### src/rtl/uart_cmd_responder.sv
// uart_cmd_responder: byte-oriented command responder sitting between a UART
// and a small register bus. 'R' addr reads a register, 'W' addr data writes
// one. Every command gets exactly one response byte: data, ACK or NAK.
// Handshakes: RX_VALID is a one-cycle strobe with no back-pressure, so bytes
// arriving while a command is executing or responding are dropped. TX_WE is
// raised for one cycle, the cycle after SEND observes TX_READY high. REG_WE is
// a one-cycle strobe with REG_ADDR/REG_WDATA stable in the same cycle.
module uart_cmd_responder #(
  parameter int NUM_REGS = 16,
  parameter int TIMEOUT  = 50000
) (
  input  logic       CLK_25MHz,
  input  logic       RST,
  input  logic [7:0] RX_DATA,
  input  logic       RX_VALID,
  output logic [7:0] TX_DATA,
  output logic       TX_WE,
  input  logic       TX_READY,
  output logic [7:0] REG_ADDR,
  output logic [7:0] REG_WDATA,
  output logic       REG_WE,
  input  logic [7:0] REG_RDATA,
  output logic       BUSY,
  output logic [7:0] ERR_COUNT,
  output logic [2:0] DBG_STATE
);

  localparam logic [7:0] CMD_READ  = 8'h52;
  localparam logic [7:0] CMD_WRITE = 8'h57;
  localparam logic [7:0] RSP_ACK   = 8'h06;
  localparam logic [7:0] RSP_NAK   = 8'h15;
  localparam int         TW        = (TIMEOUT > 1) ? $clog2(TIMEOUT) : 1;
  localparam logic [TW-1:0] TMO_LAST = TW'(TIMEOUT - 1);
  localparam logic [8:0] NUM_REGS_W = 9'(NUM_REGS);

  typedef enum logic [2:0] {
    IDLE     = 3'd0,
    GET_ADDR = 3'd1,
    GET_DATA = 3'd2,
    EXEC     = 3'd3,
    SEND     = 3'd4
  } state_t;

  state_t        state_q, state_d;
  logic          cmd_wr_q, cmd_wr_d;
  logic          addr_ok_q, addr_ok_d;
  logic [7:0]    reg_addr_q, reg_addr_d;
  logic [7:0]    reg_wdata_q, reg_wdata_d;
  logic [7:0]    tx_data_q, tx_data_d;
  logic          tx_we_q, tx_we_d;
  logic [7:0]    err_q, err_d;
  logic [TW-1:0] tmo_q, tmo_d;
  logic          err_inc;
  logic          reg_we_c;

  // State and datapath registers; reset abandons any command in flight.
  always_ff @(posedge CLK_25MHz) begin
    if (RST) begin
      state_q     <= IDLE;
      cmd_wr_q    <= 1'b0;
      addr_ok_q   <= 1'b0;
      reg_addr_q  <= 8'h00;
      reg_wdata_q <= 8'h00;
      tx_data_q   <= 8'h00;
      tx_we_q     <= 1'b0;
      err_q       <= 8'h00;
      tmo_q       <= '0;
    end else begin
      state_q     <= state_d;
      cmd_wr_q    <= cmd_wr_d;
      addr_ok_q   <= addr_ok_d;
      reg_addr_q  <= reg_addr_d;
      reg_wdata_q <= reg_wdata_d;
      tx_data_q   <= tx_data_d;
      tx_we_q     <= tx_we_d;
      err_q       <= err_d;
      tmo_q       <= tmo_d;
    end
  end

  // Next-state, register-bus strobe and error bookkeeping.
  always_comb begin
    state_d     = state_q;
    cmd_wr_d    = cmd_wr_q;
    addr_ok_d   = addr_ok_q;
    reg_addr_d  = reg_addr_q;
    reg_wdata_d = reg_wdata_q;
    tx_data_d   = tx_data_q;
    tx_we_d     = 1'b0;
    tmo_d       = tmo_q;
    err_inc     = 1'b0;
    reg_we_c    = 1'b0;

    case (state_q)
      IDLE: begin
        // Holding the counter at zero here makes entry to GET_ADDR start clean.
        tmo_d = '0;
        if (RX_VALID) begin
          if (RX_DATA == CMD_READ || RX_DATA == CMD_WRITE) begin
            cmd_wr_d = (RX_DATA == CMD_WRITE);
            state_d  = GET_ADDR;
          end else begin
            tx_data_d = RSP_NAK;
            err_inc   = 1'b1;
            state_d   = SEND;
          end
        end
      end
      GET_ADDR: begin
        // An arriving byte wins over a timeout expiring in the same cycle.
        if (RX_VALID) begin
          tmo_d      = '0;
          reg_addr_d = RX_DATA;
          addr_ok_d  = ({1'b0, RX_DATA} < NUM_REGS_W);
          state_d    = cmd_wr_q ? GET_DATA : EXEC;
        end else if (tmo_q == TMO_LAST) begin
          tmo_d   = '0;
          err_inc = 1'b1;
          state_d = IDLE;
        end else begin
          tmo_d = tmo_q + TW'(1);
        end
      end
      GET_DATA: begin
        if (RX_VALID) begin
          tmo_d       = '0;
          reg_wdata_d = RX_DATA;
          state_d     = EXEC;
        end else if (tmo_q == TMO_LAST) begin
          tmo_d   = '0;
          err_inc = 1'b1;
          state_d = IDLE;
        end else begin
          tmo_d = tmo_q + TW'(1);
        end
      end
      EXEC: begin
        if (!addr_ok_q) begin
          tx_data_d = RSP_NAK;
          err_inc   = 1'b1;
        end else if (cmd_wr_q) begin
          reg_we_c  = 1'b1;
          tx_data_d = RSP_ACK;
        end else begin
          tx_data_d = REG_RDATA;
        end
        state_d = SEND;
      end
      SEND: begin
        if (TX_READY) begin
          tx_we_d = 1'b1;
          state_d = IDLE;
        end
      end
      default: state_d = IDLE;
    endcase

    err_d = (err_inc && err_q != 8'hFF) ? err_q + 8'd1 : err_q;
  end

  assign TX_DATA   = tx_data_q;
  assign TX_WE     = tx_we_q;
  assign REG_ADDR  = reg_addr_q;
  assign REG_WDATA = reg_wdata_q;
  assign REG_WE    = reg_we_c;
  assign BUSY      = (state_q != IDLE);
  assign ERR_COUNT = err_q;
  assign DBG_STATE = state_q;

endmodule

### config.mk
export PLATFORM = sky130hd
export DESIGN_NAME = uart_cmd_responder
export DESIGN_NICKNAME = d
export VERILOG_FILES = /design/src/rtl/uart_cmd_responder.sv
export SDC_FILE = /design/constraint.sdc
export NUM_CORES = 1
export LEC_CHECK = 0
export ABC_AREA = 1
export CAP_MARGIN = 20
export CORE_ASPECT_RATIO = 1.2
export CORE_MARGIN = 2
export CORE_UTILIZATION = 50
export CTS_CLUSTER_SIZE = 40
export DETAILED_ROUTE_END_ITERATION = 8
export GPL_ROUTABILITY_DRIVEN = 0
export GPL_TIMING_DRIVEN = 0
export PLACE_DENSITY = 0.8
export SLEW_MARGIN = 0
export SYNTH_ARGS = -nofsm -noshare
export SYNTH_HDL_FRONTEND = slang
export SYNTH_SLANG_ARGS = --single-unit
export TNS_END_PERCENT = 50
### constraint.sdc
create_clock -name CLK_25MHz -period 1.8 [get_ports CLK_25MHz]
set_input_delay 0.36 -clock CLK_25MHz [delete_from_list [all_inputs] [get_ports CLK_25MHz]]
set_output_delay 0.36 -clock CLK_25MHz [all_outputs]
set_load 0.1 [all_outputs]
==> out/summary.txt <==
Result of the run = finished clean
Distinct cell type count after synthesis = 32
Xor/xnor share of the synthesized area = 3.41%
Post-synth top area cell = sky130_fd_sc_hd__dfxtp_1
Num ports = 58
Setup repair after global routing missed its margin = yes
Maximum number of pins on one net before global-route repair = 17
Aggregate negative setup slack = 0 ps
Clock net sink count = 54
First-pass GRT wire length = 9.29 mm
Number of antenna repair diodes = 0
Least-Margin Pin Slew = 569 ps
Power density cells = 658 nW/µm²
Critical Path End Type = output pin
Number of fill cells in the layout = 404
Residual DRC count = 0
FFs w/ async S/R, synth = 0%
Clock tree from TritonCTS = built
Initial Utilization = 51.9%
Worst reg2reg startpoint = ERR_COUNT[0]
Antenna violations before repair = 0
Worst min-delay path startpoint = REG_ADDR[7]
TritonRoute pass-1 iters = 4
Root Buffer = sky130_fd_sc_hd__clkbuf_8
Required time of the critical path = 1440 ps
Ordered cell list for the critical path = inv_4 -> nor2_4 -> nand2_2 -> nor2_4 -> inv_2 -> nor2_4 -> buf_12
Antenna-violating nets left = 0
H-tree lvl count = 2
Via count = 2,452
CP delay by family, top = simple AND/OR/NAND/NOR gates
Largest family of logic cells by synthesized area = simple AND/OR/NAND/NOR gates
Cell with the biggest individual delay on the critical path = sky130_fd_sc_hd__dfxtp_4
Max stage delay on crit path = 390 ps
Number of buffers inserted during clock tree synthesis = 5
Clock group share of total power = 33.0%
Total die area = 5720 µm²
Top FF cell, synth = sky130_fd_sc_hd__dfxtp_1
Bufs on Longest Clock Path = 2
Layout cells sized above 1 = 22.1%
Switching part of the total power = 27.0%
Area share of the largest cell type after synthesis = 42.1%
Count of flip-flops with a built-in enable after synthesis = 0
Net total in the final layout = 450
Post-synthesis cell area = 2560 µm²
Post-synthesis adder-cell area fraction = 0.976%
Part of the power in registers = 53.8%
Fraction of the mapped netlist area in compound gates = 13.5%
Internal power summed over all cells = 1660 µW
Post-detailed-placement half-perimeter wirelength = 4.39 mm
Top area cells in the synthesized netlist = sky130_fd_sc_hd__dfxtp_1 42%, sky130_fd_sc_hd__nand2_1 9.7%, sky130_fd_sc_hd__inv_1 7.6%, sky130_fd_sc_hd__nor2_1 7.3%, sky130_fd_sc_hd__a21oi_1 5.5%
Classification of the worst setup path = reg -> out
CTS clk-pin slew, worst paths = 90 ps
Total nets after synthesis = 383
Floorplan core area = 4940 µm²
CP arrival = 1420 ps
Clock skew after layout = 4.71 ps
Cell with the most instances after synthesis = sky130_fd_sc_hd__nand2_1
Wire length per cell = 11.9 µm
Post-synthesis simple-gate area fraction = 29.6%
Wire length after detailed routing = 5.81 mm
Static leakage = 0.00138 µW
Number of slew-limit violations in the final report = 0
Number of rows in the core area = 28
Max-Slew Margin vs Limit = 62.2%
Top post-synthesis cells by count = 66 x sky130_fd_sc_hd__nand2_1, 54 x sky130_fd_sc_hd__dfxtp_1, 52 x sky130_fd_sc_hd__inv_1, 50 x sky130_fd_sc_hd__nor2_1, 28 x sky130_fd_sc_hd__a21oi_1
Via count of the first global-routing pass = 2,283
Type of the most critical hold path = reg -> reg
Aggregate global routing overflow = 0
Placed Area = 3250 µm²
Fin area = 3450 µm²
Mean area per synthesized cell = 7.11 µm²
Chip Width = 69.4 µm
CTS Hold Bufs = 0
Area overhead of the layout relative to synthesis = 34.4%
Share of the clock period used by the worst path = 98.8%
Sequential area share after synthesis = 42.1%
Number of max-capacitance violations reported = 0
Hold violation count in the final report = 0
Number of setup violations in the final report = 0
Synth Warn # = 0
Clock insertion delay at the later pin of the skew report = 300 ps
Final critical path time including I/O delays and setup = 1780 ps
Die Y = 82.5 µm
Comb power frac = 13.1%
Startpoint of the most critical setup path = DBG_STATE[1]
Mux contribution to synthesized area = 0.390%
Total track usage = 19.8%
Maximum frequency from static timing analysis = 562 MHz
Number of buffers and inverters on the critical path = 3
Maximum vdd drop = 576 µV
Number of buffers added on ports = 56
FF+latch count, synth = 54
Largest fanout on the critical path = 5
Startpoint Class = flop
Via-to-Cell Ratio = 5.01
Net switching component of the power = 612 µW
Most frequent CP cell = sky130_fd_sc_hd__nor2_4
Iteration-0 DRC Markers = 109
Number of instances in the synthesized netlist = 361
[sequential cells by signal (all words and copies together) (netlist names)]
register / cells
DBG_STATE: 3
ERR_COUNT: 8
REG_ADDR: 8
REG_WDATA: 8
TX_DATA: 8
TX_WE: 1
addr_ok_q: 1
cmd_wr_q: 1
tmo_q: 16
[metal layers]
layer	wire (µm)	vias up	GRT usage (%)
met2	3060	40	38.3
met5	0	-	0
li1	-	1277	-
met3	220	5	4.00
met4	39	0	6.27
met1	2490	1130	22.1
[kinds of logic (layout without fill, tap and decap cells)]
logic type                 count (synthesis)  count (layout)
and+or+nand+nor                          166             166
buffers and inverters                     65             133
AOI/OAI and AO/OA                         63              63
DFF                                       54              54
xor gates and xnor gates                  10              10
adders and majority gates                  2               2
muxes                                      1               1
[through the flow]
stage / instances / hold slack [ps] / setup WS [ps] / power (µW) / util, %
finish: 489 / 448 / 21.9 / 2270 / 69.8
global route: 489 / 478 / -57.0 / 2350 / 69.8
CTS: 485 / 451 / -101 / 2290 / 68.8
detailed placement: 477 / 436 / -637 / 1550 / 65.7
global placement: 477 / 434 / -638 / 1550 / 65.7
floorplan: 361 / 445 / -56.0 / 1450 / -
[worst paths after layout]
path,slack [ps],cells past startpoint,end
setup / recovery,20,7,REG_WE
hold / removal,450,2,REG_ADDR[7]
setup reg to reg,170,8,ERR_COUNT[1]
hold reg to reg,450,2,REG_ADDR[7]
[tightest hold or removal path: cells and delay by family (launching register included)]
| kind | cells | cell delay (ps) |
|---|---|---|
| AO/OA/AOI/OAI | 1 | 50 |
| buffers and inverters | 1 | 40 |
| flip-flops | 1 | 320 |
[final cells by class]
type | count | area [µm²] | area share, %
Buffer | 8 | 43.8 | 1.27
Clock buffer | 7 | 97.6 | 2.83
Clock inverter | 1 | 7.51 | 0.218
Inverter | 57 | 216 | 6.28
Multi-Input combinational cell | 242 | 1260 | 36.5
Sequential cell | 54 | 1100 | 32.1
Tap cell | 60 | 75.1 | 2.18
Timing Repair Buffer | 60 | 643 | 18.7
[layout by cell type (no fill, tap or decap), drive strengths merged, types with 2 or more instances in the layout]
cell type      count
nand3b             2
nand2             70
inv               57
a21oi             32
xor2              10
nor2              54
clkdlybuf4s50     18
clkbuf            11
ha                 2
clkdlybuf4s15     36
nand3             23
nand4              6
buf               10
o21ai             28
nor3               9
dfxtp             54
[power by group through the flow]
stage	clock, µW	combinational (µW)	sequential, µW
floorplan	0	103	1340
global placement	0	297	1250
detailed placement	0	300	1250
CTS	769	297	1220
global route	802	319	1220
finish	749	298	1220
[repair_timing]
action,4_1_cts,5_1_grt
cloned,0,0
setup endpoints to repair,38,14
pin swaps,0,2
hold endpoints to repair,0,0
buffers inserted,0,4
resized for setup,122,7
No activity file was read; power rests on OpenSTA's default activity.
